**src/rtl/mem_access_ctrl_if.sv**
```systemverilog
// Bundle between the MEM pipeline stage, the access controller and the data memory.
// Field names keep the i_/o_ direction of the controller, which is the slave side.
interface mem_access_ctrl_if #(
    parameter int ADDR_SIZE = 5,
    parameter int DATA_SIZE = 32
);
    // Handshake: a request (i_mem_read/i_mem_write) is taken in an idle cycle with
    // i_enable high. While o_stall is high the requester keeps every request field
    // stable. The cycle after o_stall falls still presents the finished request and
    // is ignored. o_load_valid and o_misaligned are one-cycle completion strobes.
    logic                 i_enable;
    logic                 i_mem_read;
    logic                 i_mem_write;
    logic [1:0]           i_size;
    logic                 i_unsigned;
    logic [31:0]          i_addr;
    logic [DATA_SIZE-1:0] i_write_data;
    logic [DATA_SIZE-1:0] i_mem_read_data;

    logic                 o_stall;
    logic [DATA_SIZE-1:0] o_load_data;
    logic                 o_load_valid;
    logic                 o_misaligned;
    logic                 o_mem_enable;
    logic                 o_mem_write;
    logic                 o_mem_read;
    logic [ADDR_SIZE-1:0] o_mem_addr;
    logic [DATA_SIZE-1:0] o_mem_write_data;

    modport slave (
        input  i_enable, i_mem_read, i_mem_write, i_size, i_unsigned, i_addr,
               i_write_data, i_mem_read_data,
        output o_stall, o_load_data, o_load_valid, o_misaligned, o_mem_enable,
               o_mem_write, o_mem_read, o_mem_addr, o_mem_write_data
    );

    modport master (
        output i_enable, i_mem_read, i_mem_write, i_size, i_unsigned, i_addr,
               i_write_data, i_mem_read_data,
        input  o_stall, o_load_data, o_load_valid, o_misaligned, o_mem_enable,
               o_mem_write, o_mem_read, o_mem_addr, o_mem_write_data
    );
endinterface

```
**src/rtl/mem_access_ctrl.sv**
```systemverilog
// Data-memory access controller: byte/halfword/word loads with extension, word stores
// in one cycle, sub-word stores via read-modify-write, misalignment rejection.
module mem_access_ctrl #(
    parameter int ADDR_SIZE = 5,
    parameter int DATA_SIZE = 32
) (
    input  logic             i_clock,
    input  logic             i_reset,
    mem_access_ctrl_if.slave bus,
    output logic [1:0]       o_state
);
    typedef enum logic [1:0] {
        IDLE      = 2'd0,
        LOAD_WAIT = 2'd1,
        RMW_WAIT  = 2'd2,
        DONE      = 2'd3
    } state_t;

    state_t state, state_nxt;

    logic [1:0]           lat_size;
    logic [1:0]           lat_off;
    logic                 lat_unsigned;
    logic                 lat_load;
    logic [ADDR_SIZE-1:0] lat_addr;
    logic [DATA_SIZE-1:0] lat_data;

    logic                 rd_fresh;
    logic [DATA_SIZE-1:0] rd_buf;
    logic [DATA_SIZE-1:0] rd_word;

    logic                 misaligned_q;
    logic [DATA_SIZE-1:0] load_data_q;

    logic                 active;
    logic                 req;
    logic                 sub_word;
    logic                 misaligned;
    logic                 accept;
    logic                 start_wait;
    logic [4:0]           lane_shift;
    logic [DATA_SIZE-1:0] lane_mask;
    logic [DATA_SIZE-1:0] merged;
    logic [DATA_SIZE-1:0] shifted;
    logic [DATA_SIZE-1:0] load_fmt;

    logic                 stall;
    logic                 mem_read;
    logic                 mem_write;
    logic [ADDR_SIZE-1:0] mem_addr;
    logic [DATA_SIZE-1:0] mem_wdata;
    logic                 unused_bits;

    // Holding reset keeps the combinational memory controls quiet as well.
    assign active     = bus.i_enable && i_reset;
    assign req        = bus.i_mem_read || bus.i_mem_write;
    assign sub_word   = !bus.i_size[1];
    assign misaligned = (bus.i_size == 2'b01 && bus.i_addr[0]) ||
                        (bus.i_size[1] && bus.i_addr[1:0] != 2'b00);
    assign accept     = (state == IDLE) && active && req;
    assign start_wait = accept && !misaligned && (bus.i_mem_read || sub_word);

    // Memory data is only present the cycle after the read; later cycles (after an
    // enable freeze) use the captured copy.
    assign rd_word    = rd_fresh ? bus.i_mem_read_data : rd_buf;

    assign lane_shift = {lat_off, 3'b000};
    assign lane_mask  = ((lat_size == 2'b00) ? DATA_SIZE'(8'hFF) : DATA_SIZE'(16'hFFFF))
                        << lane_shift;
    assign merged     = (rd_word & ~lane_mask) | ((lat_data << lane_shift) & lane_mask);
    assign shifted    = rd_word >> lane_shift;

    always_comb begin
        load_fmt = rd_word;
        case (lat_size)
            2'b00:   load_fmt = {{(DATA_SIZE-8){!lat_unsigned && shifted[7]}}, shifted[7:0]};
            2'b01:   load_fmt = {{(DATA_SIZE-16){!lat_unsigned && shifted[15]}}, shifted[15:0]};
            default: load_fmt = rd_word;
        endcase
    end

    always_ff @(posedge i_clock or negedge i_reset) begin
        if (!i_reset) begin
            state <= IDLE;
        end else if (bus.i_enable) begin
            state <= state_nxt;
        end
    end

    always_comb begin
        state_nxt = state;
        stall     = 1'b0;
        mem_read  = 1'b0;
        mem_write = 1'b0;
        mem_addr  = '0;
        mem_wdata = '0;
        case (state)
            IDLE: begin
                if (accept && !misaligned) begin
                    mem_addr = bus.i_addr[ADDR_SIZE+1:2];
                    if (bus.i_mem_read) begin
                        mem_read  = 1'b1;
                        stall     = 1'b1;
                        state_nxt = LOAD_WAIT;
                    end else if (sub_word) begin
                        mem_read  = 1'b1;
                        stall     = 1'b1;
                        state_nxt = RMW_WAIT;
                    end else begin
                        mem_write = 1'b1;
                        mem_wdata = bus.i_write_data;
                    end
                end
            end
            LOAD_WAIT: begin
                stall = 1'b1;
                if (active) state_nxt = DONE;
            end
            RMW_WAIT: begin
                stall = 1'b1;
                if (active) begin
                    mem_write = 1'b1;
                    mem_addr  = lat_addr;
                    mem_wdata = merged;
                    state_nxt = DONE;
                end
            end
            DONE: begin
                if (active) state_nxt = IDLE;
            end
            default: state_nxt = IDLE;
        endcase
    end

    always_ff @(posedge i_clock or negedge i_reset) begin
        if (!i_reset) begin
            lat_size     <= 2'b00;
            lat_off      <= 2'b00;
            lat_unsigned <= 1'b0;
            lat_load     <= 1'b0;
            lat_addr     <= '0;
            lat_data     <= '0;
            rd_fresh     <= 1'b0;
            rd_buf       <= '0;
            misaligned_q <= 1'b0;
            load_data_q  <= '0;
        end else begin
            rd_fresh <= mem_read;
            if (rd_fresh) rd_buf <= bus.i_mem_read_data;
            if (bus.i_enable) begin
                misaligned_q <= accept && misaligned;
                if (accept && misaligned) begin
                    load_data_q <= '0;
                end else if (state == LOAD_WAIT) begin
                    load_data_q <= load_fmt;
                end
                if (start_wait) begin
                    lat_size     <= bus.i_size;
                    lat_off      <= bus.i_addr[1:0];
                    lat_unsigned <= bus.i_unsigned;
                    lat_load     <= bus.i_mem_read;
                    lat_addr     <= bus.i_addr[ADDR_SIZE+1:2];
                    lat_data     <= bus.i_write_data;
                end
            end
        end
    end

    assign bus.o_stall          = stall;
    assign bus.o_mem_read       = mem_read;
    assign bus.o_mem_write      = mem_write;
    assign bus.o_mem_enable     = mem_read || mem_write;
    assign bus.o_mem_addr       = mem_addr;
    assign bus.o_mem_write_data = mem_wdata;
    assign bus.o_load_data      = load_data_q;
    assign bus.o_load_valid     = (state == DONE) && lat_load;
    assign bus.o_misaligned     = misaligned_q;
    assign o_state              = state;

    assign unused_bits = ^{bus.i_addr[31:ADDR_SIZE+2], shifted[DATA_SIZE-1:16]};
endmodule

```
**src/flat_wrapper.sv**
```systemverilog
// flat-port wrapper written by rule: the top's interface ports become plain ports
module mem_access_ctrl_flat 
#(
    parameter int ADDR_SIZE = 5,
    parameter int DATA_SIZE = 32
)
  (i_clock, i_reset, o_state, bus_i_enable, bus_i_mem_read, bus_i_mem_write, bus_i_size, bus_i_unsigned, bus_i_addr, bus_i_write_data, bus_i_mem_read_data, bus_o_stall, bus_o_load_data, bus_o_load_valid, bus_o_misaligned, bus_o_mem_enable, bus_o_mem_write, bus_o_mem_read, bus_o_mem_addr, bus_o_mem_write_data);
  mem_access_ctrl_if #(.ADDR_SIZE(ADDR_SIZE), .DATA_SIZE(DATA_SIZE)) bus_i ();
  input  logic i_clock;
  input  logic i_reset;
  output logic [1:0] o_state;
  input wire logic [$bits(bus_i.i_enable)-1:0] bus_i_enable;
  input wire logic [$bits(bus_i.i_mem_read)-1:0] bus_i_mem_read;
  input wire logic [$bits(bus_i.i_mem_write)-1:0] bus_i_mem_write;
  input wire logic [$bits(bus_i.i_size)-1:0] bus_i_size;
  input wire logic [$bits(bus_i.i_unsigned)-1:0] bus_i_unsigned;
  input wire logic [$bits(bus_i.i_addr)-1:0] bus_i_addr;
  input wire logic [$bits(bus_i.i_write_data)-1:0] bus_i_write_data;
  input wire logic [$bits(bus_i.i_mem_read_data)-1:0] bus_i_mem_read_data;
  output wire logic [$bits(bus_i.o_stall)-1:0] bus_o_stall;
  output wire logic [$bits(bus_i.o_load_data)-1:0] bus_o_load_data;
  output wire logic [$bits(bus_i.o_load_valid)-1:0] bus_o_load_valid;
  output wire logic [$bits(bus_i.o_misaligned)-1:0] bus_o_misaligned;
  output wire logic [$bits(bus_i.o_mem_enable)-1:0] bus_o_mem_enable;
  output wire logic [$bits(bus_i.o_mem_write)-1:0] bus_o_mem_write;
  output wire logic [$bits(bus_i.o_mem_read)-1:0] bus_o_mem_read;
  output wire logic [$bits(bus_i.o_mem_addr)-1:0] bus_o_mem_addr;
  output wire logic [$bits(bus_i.o_mem_write_data)-1:0] bus_o_mem_write_data;
  assign bus_i.i_enable = bus_i_enable;
  assign bus_i.i_mem_read = bus_i_mem_read;
  assign bus_i.i_mem_write = bus_i_mem_write;
  assign bus_i.i_size = bus_i_size;
  assign bus_i.i_unsigned = bus_i_unsigned;
  assign bus_i.i_addr = bus_i_addr;
  assign bus_i.i_write_data = bus_i_write_data;
  assign bus_i.i_mem_read_data = bus_i_mem_read_data;
  assign bus_o_stall = bus_i.o_stall;
  assign bus_o_load_data = bus_i.o_load_data;
  assign bus_o_load_valid = bus_i.o_load_valid;
  assign bus_o_misaligned = bus_i.o_misaligned;
  assign bus_o_mem_enable = bus_i.o_mem_enable;
  assign bus_o_mem_write = bus_i.o_mem_write;
  assign bus_o_mem_read = bus_i.o_mem_read;
  assign bus_o_mem_addr = bus_i.o_mem_addr;
  assign bus_o_mem_write_data = bus_i.o_mem_write_data;
  mem_access_ctrl #(.ADDR_SIZE(ADDR_SIZE), .DATA_SIZE(DATA_SIZE)) u_core (.i_clock(i_clock), .i_reset(i_reset), .bus(bus_i), .o_state(o_state));
endmodule
```
**config.mk**
```make
export PLATFORM = sky130hd
export DESIGN_NAME = mem_access_ctrl_flat
export DESIGN_NICKNAME = d
export VERILOG_FILES = /design/src/rtl/mem_access_ctrl_if.sv /design/src/rtl/mem_access_ctrl.sv /design/src/flat_wrapper.sv
export SDC_FILE = /design/constraint.sdc
export NUM_CORES = 1
export LEC_CHECK = 0
export ABC_AREA = 0
export BUFFER_PORTS_ARGS = -buffer_cell sky130_fd_sc_hd__buf_2
export CAP_MARGIN = 30
export CORE_UTILIZATION = 50
export CTS_BUF_LIST = sky130_fd_sc_hd__clkbuf_8 sky130_fd_sc_hd__clkbuf_16
export CTS_CLUSTER_DIAMETER = 60
export DETAILED_ROUTE_END_ITERATION = 10
export PLACE_DENSITY = 0.91
export SLEW_MARGIN = 15
export SYNTH_ARGS = -nofsm -noshare
export SYNTH_HDL_FRONTEND = slang
export SYNTH_SLANG_ARGS = --single-unit
```
**constraint.sdc**
```tcl
create_clock -name i_clock -period 3.33 [get_ports i_clock]
set_clock_uncertainty 0.2 [all_clocks]
set_input_delay 0.666 -clock i_clock [delete_from_list [all_inputs] [get_ports i_clock]]
set_output_delay 0.666 -clock i_clock [all_outputs]
set_load 0.05 [all_outputs]
```
== After elaboration in Yosys (flattened, before gate mapping) ==
Cells that the tools add are included.

* Bits in registers: 111
* Input bits: 104
* Output and inout bits: 77
* Word-level logic and storage cells: 82

* Eq/ne operators: 9
* Shift-type cells: 3
* Muxes and demuxes: 29
* Bitwise gates (word level): 4
* Reduce and logical (&&, ||, !) cells: 26

{| class="wikitable"
|+ Operators by type and width
! operator !! count
|-
| 32-bit two-way mux || 7
|-
| 32-bit one-hot mux with 2 select lines || 2
|-
| 32-bit bitwise AND || 2
|-
| 32-bit by 5-bit left shift with 32-bit output || 2
|-
| 32-bit NOT || 1
|-
| 32-bit bitwise OR || 1
|-
| 32-bit by 5-bit >> shifter with 16-bit output || 1
|-
| 16-bit two-way mux || 1
|-
| 1-bit logical AND || 11
|-
| 2-bit two-way mux || 5
|-
| 5-bit two-way mux || 2
|-
| 5-bit one-hot mux with 2 select lines || 1
|-
| 1-bit two-way mux || 8
|-
| 2-bit by 1-bit == test with 1-bit output, second input constant || 3
|-
| 2-bit one-hot mux with 3 select lines || 1
|-
| 5-bit AND reduction || 1
|-
| 2-bit == test, second input constant || 2
|-
| 2-bit logical NOT || 2
|-
| 1-bit logical OR || 4
|-
| 2-bit by 1-bit inequality test with 1-bit output, second input constant || 2
|-
| 1-bit one-hot mux with 2 select lines || 2
|-
| 2-bit AND reduction || 2
|-
| 2-bit nonzero test || 2
|-
| 1-bit logical NOT || 3
|-
| other kinds (3) || 3
|}

== Logic depth before layout (Yosys ltp) ==
* Word-level depth: 8
* Gate-level depth with buffers: 10

== Worst setup path before layout ==
No wires, ideal clock.

* Path kind: flip-flop to output port
* Start point: reg u_core.state[1] (netlist: u_core.o_state[1])
* End point: out bus_o_mem_write_data[16]
* Data arrival time: 2630 ps
* Data required time: 2464 ps
* Setup slack: -166 ps
* Stages on the path, launching flop included: 6
* Path through: dfrtp_1 -> ha_1 -> and3_1 -> clkbuf_1 -> o221ai_1 -> o21ai_0

* Cells in the longest elaborated chain, start to end: 6
* Elaborated cells on any way between the ends: 7
* Classes of those cells: eq/ne: 1; mux: 2; reduce/logical: 4

{| class="wikitable"
|+ Ends and longest elaborated chain
! element !! RTL line !! RTL
|-
| from (decl) || mem_access_ctrl.sv:19 || <nowiki>state_t state, state_nxt;</nowiki>
|-
| from (signal assigned) || mem_access_ctrl.sv:86 || <nowiki>state <= state_nxt;</nowiki>
|-
| 2-bit logical NOT || mem_access_ctrl.sv:60, mem_access_ctrl.sv:97 ||
|-
| 1-bit logical AND (2 in a row) || mem_access_ctrl.sv:60 || <nowiki>assign accept = (state == IDLE) && active && req;</nowiki>
|-
| 1-bit logical AND || mem_access_ctrl.sv:99 || <nowiki>if (accept && !misaligned) begin</nowiki>
|-
| 32-bit two-way mux || mem_access_ctrl.sv:99 ||
|-
| 32-bit one-hot mux with 2 select lines (*) || mem_access_ctrl.sv:97 || <nowiki>case (state)</nowiki>
|-
| to (decl) || flat_wrapper.sv:28 || <nowiki>output wire logic [$bits(bus_i.o_mem_write_data)-1:0] bus_o_mem_write_data;</nowiki>
|}

Every way passes the cells marked *; elsewhere a longest branch is shown, timed or not.

== Worst setup path after layout ==
* Start point: reg u_core.state[1] (netlist: u_core.o_state[1])
* End point: out bus_o_mem_write_data[15]

The elaborated chain is that of the path after synthesis.

==> out/qor.txt <==
multi-input logic area - 2600 sq um
Avg Cell Area, Syn - 9.28 sq um
DP HPWL - 11.8 mm
post-synth net total - 667
Post-Synthesis Cells - 558
Startpoint Class - flop
Maximum Capacitance Violations - 0
r2r worst-path depth - 6
status - finished, final reports clean
n_diodes - 0
horizontal die dimension - 104 um
f_max - 303 MHz
TritonCTS Buffers - 9
Mapped Area - 5180 sq um
PwrDens - 977 nW/um^2
routed via count - 5102
Final Critical Period - 3.30 ns
Worst-Margin Slew - 0.642 ns
largest area contributor in the netlist - dfrtp_1
Ys Warns - 0
Non-Filler Instances - 850
Finished Cell Area - 6670 sq um
iteration-0 DRC count of the detailed router - 484
Post-Place Cells - 828
Distinct cells, synth - 45
DIE AREA - 10800 sq um
global-route wire length before repair - 26.2 mm
CTS tree - yes
Global Route Usage Sum - 31.2%
crit path capture type - primary output
Via density - 6.00
share of cells above drive strength 1 - 37.9%
Critical Path Fanout Max - 16
post-synthesis async set-or-reset flop share - 100%
Worst EP required - 2.46 ns
DR WL/cell - 19.3 um
placed inst area - 6200 sq um
total grt overflow - 0
worst vdd ir - 0.516 mV
Synth Area in Adders - 1.21%
worst endpoint data arrival time - 2.43 ns
Placeable Area - 9910 sq um
count of pins over their slew limit - 0
starting density of the core - 52.2%
filler instances - 757
critical path endpoint - bus_o_mem_write_data[15]
Die Y - 104 um
main combinational cell family by area after synthesis - compound AO/OA/AOI/OAI gates
Synth Area in Simple Gates - 15.0%
antenna viol nets, final - 0
top cells by count, synth - nand2_1, dfrtp_1, mux2i_1
hold crit path type - in -> async
CP Launch Point - u_core.o_state[1]
reg2reg end - u_core.bus.o_load_data[18]
post-synth top area share - 45.9%
Synth Register Bits - 95
row count - 36
RSZ-0062 raised after global routing - true
io pins - 181
Longest Clk Path Bufs - 2
final hold violations - 0
clock sinks - 95
reg2reg start - u_core.lat_off[1]
vias in the first global route - 5071
Reg clk slew, reported paths - 0.10 ns
initial antenna violation count - 0
EDFF count, synth - 0
synth top area cells - dfrtp_1, nand2_1, mux2i_1, a22o_1, o21ai_0
Tot Pwr - 6510 uW
Clock Tree Root - clkbuf_8
register-to-register setup slack - 0.50 ns
Setup violations, final - 0
DRC - 0
final net count - 821
Slew headroom - 57.0%
port bufs - 155
Post-Synth XOR/XNOR Area - 0%
H-Tree Depth - 3
total length of routed wires - 16.4 mm
mux share of post-synthesis cell area - 10.4%
most common cell in the synthesized netlist - nand2_1
sequential fraction of the synthesis area - 45.9%
Synth Area in Compound Gates - 21.5%
Worst-Skew Late Latency - 0.36 ns
P_leak - 0.00350 uW
Layout area overhead - 28.8%
Final period util - 99.1%
pin count of the biggest net entering global routing - 46
first drt pass iteration count - 5
Post-synth top flop - dfrtp_1
Reg area - 2380 sq um
RePlAce Congestion - 0.908
type of the worst setup path - reg -> out
flip-flops by register name (all words and copies together) (netlist names):
name,cells
u_core.lat_data,16
u_core.lat_unsigned,1
u_core.bus.o_misaligned,1
u_core.lat_size,2
u_core.lat_addr,5
u_core.o_state,2
u_core.lat_load,1
u_core.rd_buf,32
u_core.bus.o_load_data,32
u_core.lat_off,2
u_core.rd_fresh,1
routing by layer:
layer | part of all wire [%] | wire length, um | vias to the layer above | global-route usage, %
li1 | - | - | 2246 | -
met2 | 46 | 7530 | 372 | 50.2
met3 | 10 | 1690 | 66 | 5.92
met5 | 0 | 0 | - | 0
met1 | 40 | 6500 | 2418 | 40.6
met4 | 4.3 | 711 | 0 | 15.0
cells by family after synthesis:
kind of cell,Yosys count
AOI/OAI and AO/OA,145
buffers and inverters,69
muxes,51
DFF,95
and+or+nand+nor,193
adders and majority gates,5
how the worst min path moves through the flow:
stage | endpoint | slack [ns]
floorplan | u_core.bus.o_load_data[0] | 0.17
global placement | u_core.lat_load | 0.25
detailed placement | u_core.lat_load | 0.26
CTS | u_core.o_state[0] | 0.05
global route | u_core.o_state[1] | 0.07
finish | u_core.o_state[1] | 0.06
worst max-delay path, cell delays in order, from the launching register on:
cell	delay [ns]
dfrtp_2	0.42
inv_1	0.13
ha_4	0.18
o2111ai_2	0.16
o21ba_4	0.27
nor3b_4	0.22
bufbuf_16	0.33
a22o_2	0.16
buf_4	0.19
repair_timing:
item | in CTS | in global routing
endpoints found under the setup margin | 33 | 34
cloned | 1 | 0
hold endpoints to repair | 1 | 0
resized for setup | 33 | 26
buffers inserted | 4 | 0
hold buffers | 1 | 0
final cells by class:
class	count	share of cell area, %
Timing Repair Buffer	182	17.8
Multi-Input combinational cell	394	39.0
Tap cell	133	2.50
Inverter	30	1.69
Sequential cell	95	35.7
Clock inverter	7	1.44
Clock buffer	9	1.86
report_power, final:
group	leakage [uW]	internal [uW]	total, uW	switching, uW
Combinational	0.00220	1170	3670	2510
Sequential	0.00120	1650	2000	344
Clock	0.000102	424	844	420
through the flow:
stage / utilization (%) / setup slack [ns] / TNS [ns] / hold slack, ns
2_1_floorplan: - / -0.109 / -0.109 / 0.170
3_3_place_gp: 62.4 / 0.276 / 0 / 0.253
3_5_place_dp: 62.6 / 0.196 / 0 / 0.255
4_1_cts: 66.4 / 0.00753 / 0 / 0.0499
5_1_grt: 67.3 / -0.0565 / -0.760 / 0.0663
6_report: 67.3 / 0.0308 / 0 / 0.0614
cell usage in the layout (no fill, tap or decap), types with 9 or more instances in the layout:
cell type  instances
a21o_1            15
a22o_1            16
a32o_2            14
buf_2            122
buf_4             40
buf_6             13
clkbuf_8           9
dfrtp_1           93
inv_1             27
mux2_2            13
mux2i_1           37
nand2_1          144
nor2_1            31
o21ai_0           28
o21ai_2           19
o221ai_1           9
(Power assumes the default switching activity.)
